==> src/rtl/cam_cmd_queue.sv <==
// cam_cmd_queue: in-order command FIFO in front of a CAM. Commands are popped
// one per cycle onto the CAM strobe ports, and the CAM's same-cycle result is
// captured into a single response register with its own valid/ready handshake.
module cam_cmd_queue #(
  parameter int WIDTH      = 32,
  parameter int ADDR_WIDTH = 5,
  parameter int DEPTH      = 4
) (
  input  logic                  clk_i,
  input  logic                  rst_i,
  // command side
  input  logic                  cmd_valid_i,
  output logic                  cmd_ready_o,
  input  logic [1:0]            cmd_op_i,
  input  logic [ADDR_WIDTH-1:0] cmd_index_i,
  input  logic [WIDTH-1:0]      cmd_data_i,
  // CAM strobes
  output logic                  read_enable_o,
  output logic                  write_enable_o,
  output logic                  search_enable_o,
  output logic [ADDR_WIDTH-1:0] read_index_o,
  output logic [ADDR_WIDTH-1:0] write_index_o,
  output logic [WIDTH-1:0]      write_data_o,
  output logic [WIDTH-1:0]      search_data_o,
  // CAM results (combinational, valid in the strobe cycle)
  input  logic                  read_valid_i,
  input  logic [WIDTH-1:0]      read_value_i,
  input  logic                  search_valid_i,
  input  logic [ADDR_WIDTH-1:0] search_index_i,
  // response side
  output logic                  rsp_valid_o,
  input  logic                  rsp_ready_i,
  output logic [1:0]            rsp_op_o,
  output logic                  rsp_hit_o,
  output logic [WIDTH-1:0]      rsp_data_o,
  output logic [ADDR_WIDTH-1:0] rsp_index_o
);

  localparam int PTR_W = $clog2(DEPTH);
  localparam int CNT_W = PTR_W + 1;
  localparam logic [CNT_W-1:0] CNT_FULL = CNT_W'(DEPTH);
  localparam logic [CNT_W-1:0] CNT_ZERO = CNT_W'(0);
  localparam logic [CNT_W-1:0] CNT_ONE  = CNT_W'(1);
  localparam logic [PTR_W-1:0] PTR_ONE  = PTR_W'(1);

  localparam logic [1:0] OP_READ   = 2'b00;
  localparam logic [1:0] OP_WRITE  = 2'b01;
  localparam logic [1:0] OP_SEARCH = 2'b10;

  // FIFO storage, one array per command field
  logic [1:0]            fifo_op_q    [DEPTH];
  logic [ADDR_WIDTH-1:0] fifo_index_q [DEPTH];
  logic [WIDTH-1:0]      fifo_data_q  [DEPTH];

  logic [PTR_W-1:0] wr_ptr_q, wr_ptr_d;
  logic [PTR_W-1:0] rd_ptr_q, rd_ptr_d;
  logic [CNT_W-1:0] count_q, count_d;
  logic             ready_q, ready_d;

  logic                  rsp_valid_q, rsp_valid_d;
  logic [1:0]            rsp_op_q, rsp_op_d;
  logic                  rsp_hit_q, rsp_hit_d;
  logic [WIDTH-1:0]      rsp_data_q, rsp_data_d;
  logic [ADDR_WIDTH-1:0] rsp_index_q, rsp_index_d;

  logic                  push_s;
  logic                  issue_s;
  logic [1:0]            head_op_s;
  logic [ADDR_WIDTH-1:0] head_index_s;
  logic [WIDTH-1:0]      head_data_s;

  // ready is a register so it is low throughout reset and never depends on
  // same-cycle inputs; a pop in the full cycle does not open a bypass.
  assign push_s       = cmd_valid_i && ready_q;
  assign issue_s      = (count_q != CNT_ZERO) && (!rsp_valid_q || rsp_ready_i);
  assign head_op_s    = fifo_op_q[rd_ptr_q];
  assign head_index_s = fifo_index_q[rd_ptr_q];
  assign head_data_s  = fifo_data_q[rd_ptr_q];

  assign cmd_ready_o  = ready_q;
  assign rsp_valid_o  = rsp_valid_q;
  assign rsp_op_o     = rsp_op_q;
  assign rsp_hit_o    = rsp_hit_q;
  assign rsp_data_o   = rsp_data_q;
  assign rsp_index_o  = rsp_index_q;

  // Pointer and occupancy next-state; pointers wrap naturally at DEPTH.
  always_comb begin
    wr_ptr_d = wr_ptr_q;
    rd_ptr_d = rd_ptr_q;
    count_d  = count_q;
    if (push_s) begin
      wr_ptr_d = wr_ptr_q + PTR_ONE;
    end else begin
      wr_ptr_d = wr_ptr_q;
    end
    if (issue_s) begin
      rd_ptr_d = rd_ptr_q + PTR_ONE;
    end else begin
      rd_ptr_d = rd_ptr_q;
    end
    case ({push_s, issue_s})
      2'b10:   count_d = count_q + CNT_ONE;
      2'b01:   count_d = count_q - CNT_ONE;
      default: count_d = count_q;
    endcase
    ready_d = (count_d != CNT_FULL);
  end

  // Decode the head entry onto the CAM ports while a command is issuing.
  always_comb begin
    read_enable_o   = 1'b0;
    write_enable_o  = 1'b0;
    search_enable_o = 1'b0;
    read_index_o    = '0;
    write_index_o   = '0;
    write_data_o    = '0;
    search_data_o   = '0;
    if (issue_s) begin
      case (head_op_s)
        OP_READ: begin
          read_enable_o = 1'b1;
          read_index_o  = head_index_s;
        end
        OP_WRITE: begin
          write_enable_o = 1'b1;
          write_index_o  = head_index_s;
          write_data_o   = head_data_s;
        end
        OP_SEARCH: begin
          search_enable_o = 1'b1;
          search_data_o   = head_data_s;
        end
        default: begin
          read_enable_o = 1'b0;
        end
      endcase
    end else begin
      read_enable_o = 1'b0;
    end
  end

  // Response register: load on issue, clear on consume, otherwise hold.
  always_comb begin
    rsp_valid_d = rsp_valid_q;
    rsp_op_d    = rsp_op_q;
    rsp_hit_d   = rsp_hit_q;
    rsp_data_d  = rsp_data_q;
    rsp_index_d = rsp_index_q;
    if (issue_s) begin
      rsp_valid_d = 1'b1;
      rsp_op_d    = head_op_s;
      rsp_hit_d   = 1'b0;
      rsp_data_d  = '0;
      rsp_index_d = head_index_s;
      case (head_op_s)
        OP_READ: begin
          rsp_hit_d  = read_valid_i;
          rsp_data_d = read_value_i;
        end
        OP_WRITE: begin
          rsp_hit_d = 1'b1;
        end
        OP_SEARCH: begin
          rsp_hit_d   = search_valid_i;
          rsp_index_d = search_index_i;
        end
        default: begin
          rsp_hit_d = 1'b0;
        end
      endcase
    end else if (rsp_valid_q && rsp_ready_i) begin
      rsp_valid_d = 1'b0;
      rsp_op_d    = 2'b00;
      rsp_hit_d   = 1'b0;
      rsp_data_d  = '0;
      rsp_index_d = '0;
    end else begin
      rsp_valid_d = rsp_valid_q;
    end
  end

  // Control and response state registers.
  always_ff @(posedge clk_i or negedge rst_i) begin
    if (!rst_i) begin
      wr_ptr_q    <= '0;
      rd_ptr_q    <= '0;
      count_q     <= '0;
      ready_q     <= 1'b0;
      rsp_valid_q <= 1'b0;
      rsp_op_q    <= 2'b00;
      rsp_hit_q   <= 1'b0;
      rsp_data_q  <= '0;
      rsp_index_q <= '0;
    end else begin
      wr_ptr_q    <= wr_ptr_d;
      rd_ptr_q    <= rd_ptr_d;
      count_q     <= count_d;
      ready_q     <= ready_d;
      rsp_valid_q <= rsp_valid_d;
      rsp_op_q    <= rsp_op_d;
      rsp_hit_q   <= rsp_hit_d;
      rsp_data_q  <= rsp_data_d;
      rsp_index_q <= rsp_index_d;
    end
  end

  // FIFO storage write; cleared on reset so stale commands never resurface.
  always_ff @(posedge clk_i or negedge rst_i) begin
    if (!rst_i) begin
      for (int i = 0; i < DEPTH; i++) begin
        fifo_op_q[i]    <= 2'b00;
        fifo_index_q[i] <= '0;
        fifo_data_q[i]  <= '0;
      end
    end else if (push_s) begin
      fifo_op_q[wr_ptr_q]    <= cmd_op_i;
      fifo_index_q[wr_ptr_q] <= cmd_index_i;
      fifo_data_q[wr_ptr_q]  <= cmd_data_i;
    end else begin
      fifo_op_q[wr_ptr_q] <= fifo_op_q[wr_ptr_q];
    end
  end

endmodule
==> config.mk <==
export PLATFORM = sky130hd
export DESIGN_NAME = cam_cmd_queue
export DESIGN_NICKNAME = d
export VERILOG_FILES = /design/src/rtl/cam_cmd_queue.sv
export SDC_FILE = /design/constraint.sdc
export NUM_CORES = 1
export LEC_CHECK = 0
export ABC_AREA = 1
export CAP_MARGIN = 25
export CORE_AREA = 4 4 192 194
export CTS_CLUSTER_DIAMETER = 100
export DETAILED_ROUTE_END_ITERATION = 12
export DIE_AREA = 0 0 196 198
export GPL_ROUTABILITY_DRIVEN = 0
export PLACE_DENSITY = 0.48
export SYNTH_ARGS = -nofsm -noshare
export SYNTH_HDL_FRONTEND = slang
export SYNTH_SLANG_ARGS = --single-unit
==> constraint.sdc <==
create_clock -name clk_i -period 6.2 [get_ports clk_i]
set_input_delay 1.24 -clock clk_i [delete_from_list [all_inputs] [get_ports clk_i]]
set_output_delay 1.24 -clock clk_i [all_outputs]
set_load 0.02 [all_outputs]
==> flow_summary.toml <==
[worst_setup_path]
cp-end-kind = "output port"
crit_arrival_ns = 3.76
crit_required_ns = 4.96
critPathKind = "reg2out"
start_kind = "flip-flop"
crit_fanout = 42

[timing]
min_period_over_period = 0.807
rsz0062_at_grt = "no"
max_freq_mhz = 200
relSlewSlack = 0.364
clock_skew_ns = 0.0166
finalSetupViolCount = 0
finalMaxSlewViolations = 0
finalSetupTns_ns = 0
period_minus_slack_ns = 5.00
hold_violations = 0
tightest_slew_ns = 0.953

[grt]
grt_max_degree = 111
grt_overflow = 0
grt_pass1_wl_mm = 45.3
grt_usage = 0.143
antenna_found_initial = 1
grt_pass1_vias = 8038

[detailed_routing]
ant_nets = 0
drt-total-wl_mm = 28.2
route.detailed.drc = 0
viasPerCell = 4.49
routedWlPerCell_um = 15.9
drt_iter0_markers = 333
first_pass_iters = 4
vias = 7975

[clock_tree]
cts_resized = 0
cts_sinks = 205
htree_levels = 1
post-cts-setup-buffers = 0
clockRootBuffer = "clkbuf_16"
numCtsBuffers = 26
clock_tree.buffer_depth = 3
cts_tree = "built"
cts_hold_buf = 0
clkLatencyLatePin_ns = 0.53
clk_pin_slew_ns = 0.06

[cells_and_area]
drive_gt1_frac = 0.0600
layout.nets = 1387
final_common_cell = "nand2_1"
nFillCells = 3742
syn_to_final_growth_pct = 33.4
multiInputGateArea_mm2 = 0.00364
mostFrequentLayoutCells = "nand2_1 (295), o21ai_0 (218), dfrtp_1 (204)"
seqCellArea_mm2 = 0.00513
layout.cells.non_filler = 1777
num_antenna_cells = 0

[logic_synthesis]
synthArstFlopShare = 1.00
ys_ff_latch = 205
synthFlopType = "dfrtp_1"
synthesis.area_mm2 = 0.00940
ys_seq_area_frac = 0.546
yosysUniqueCellTypes = 27
syn_area_per_cell_um2 = 8.28
syn_inst = 1135
synth_edf_count = 0
yosys_warnings = 0
synth_nets = 1223

[placed_design]
hpwl_mm = 17.8
place_inst = 1732
port_buffers = 200

[floorplanning]
io-pin-count = 201
start_util = 0.267
die_w_um = 196
fp-row-count = 69
die-area_mm2 = 0.0388
die_h_um = 198
core_mm2 = 0.0352

[flow_run]
cap_violations = 0

[hold_path]
min_path_type = "reg2reg"

[status]
status = "completed"

[power_and_ir_drop]
p_leak_nw = 5.76
powerDensity_mw_per_mm2 = 579
max-vdd-ir-drop_mv = 0.244
## layout make-up
class / instances / area share
Sequential cell: 205 / 0.409
Clock buffer: 40 / 0.0616
Clock inverter: 5 / 0.00519
Tap cell: 461 / 0.0460
Multi-Input combinational cell: 788 / 0.290
Timing Repair Buffer: 212 / 0.168
Inverter: 66 / 0.0199
## layer usage
layer | part of all wire | routed length, um | GRT usage
met1 | 0.48 | 13600 | 0.201
met2 | 0.44 | 12500 | 0.230
met3 | 0.056 | 1580 | 0.0316
met4 | 0.018 | 520 | 0.0274
met5 | 0.00046 | 13 | 0
## final timing paths
path	start	end	slack, ns	cells after the start
max in group asynchronous	rst_i	fifo_data_q[30]	4.36	2
setup reg to reg	rd_ptr_q[1]	rsp_data_o[11]	3.49	8
hold / removal	rsp_data_o[8]	rsp_data_o[8]	0.48	2
hold reg to reg	rsp_data_o[8]	rsp_data_o[8]	0.48	2
setup / recovery	rd_ptr_q[1]	search_data_o[20]	1.20	7
min in group asynchronous	rst_i	count_q[1]	0.81	1
## cells in the mapped netlist (all sizes together), types with 2 or more instances
master,number,share of area
buf,43,0.029
xor2,3,0.0028
dfrtp,205,0.55
o21ai,219,0.12
ha,5,0.0067
nand2,303,0.12
clkbuf,33,0.013
o22a,32,0.030
or2,3,0.0020
nand3,71,0.038
o211ai,3,0.0024
inv,65,0.026
a21oi,2,0.0011
nor2,144,0.060
## through the flow
| step | power (mW) | setup WS (ns) | utilization | cell area, um2 | hold WS (ns) |
|---|---|---|---|---|---|
| 2_1_floorplan | 4.58 | 2.65 | - | 9400 | 0.448 |
| 3_3_place_gp | 5.87 | 1.37 | 0.332 | 11700 | 0.461 |
| 3_5_place_dp | 5.90 | 1.28 | 0.332 | 11700 | 0.465 |
| 4_1_cts | 7.42 | 1.04 | 0.356 | 12500 | 0.481 |
| 5_1_grt | 7.91 | 0.799 | 0.356 | 12500 | 0.497 |
| 6_report | 7.26 | 1.20 | 0.356 | 12500 | 0.477 |
## sequential cells by signal, indices dropped and copies added (netlist names), 2 cells and up
register	flops
fifo_index_q	20
rsp_op_o	2
fifo_op_q	8
fifo_data_q	128
rd_ptr_q	2
rsp_index_o	5
count_q	3
wr_ptr_q	2
rsp_data_o	32
## cells by family after synthesis
kind of cell,share of synthesized area
AND/OR/NAND/NOR,0.223
AO/OA/AOI/OAI,0.150
flip-flops,0.546
buffers and inverters,0.0688
adder cells (fa/ha/maj),0.00878
XOR/XNOR,0.00373
## where the power goes
part / total, mW / switching (mW) / leakage (nW) / internal [mW]
sequential: 2.32 / 0.356 / 2.59 / 1.96
combinational: 3.48 / 2.14 / 2.76 / 1.34
clock: 1.47 / 0.572 / 0.412 / 0.894
## worst max-delay path: stages (launching register included)
cell and delay (ns):
dfrtp_1 0.36, buf_4 0.30, inv_2 0.47, nand3_1 0.22, nand2_1 0.38, nand2_2 0.54, nor2_1 0.27, clkdlybuf4s50_1 0.64
Power figures use the tool's default switching activity.
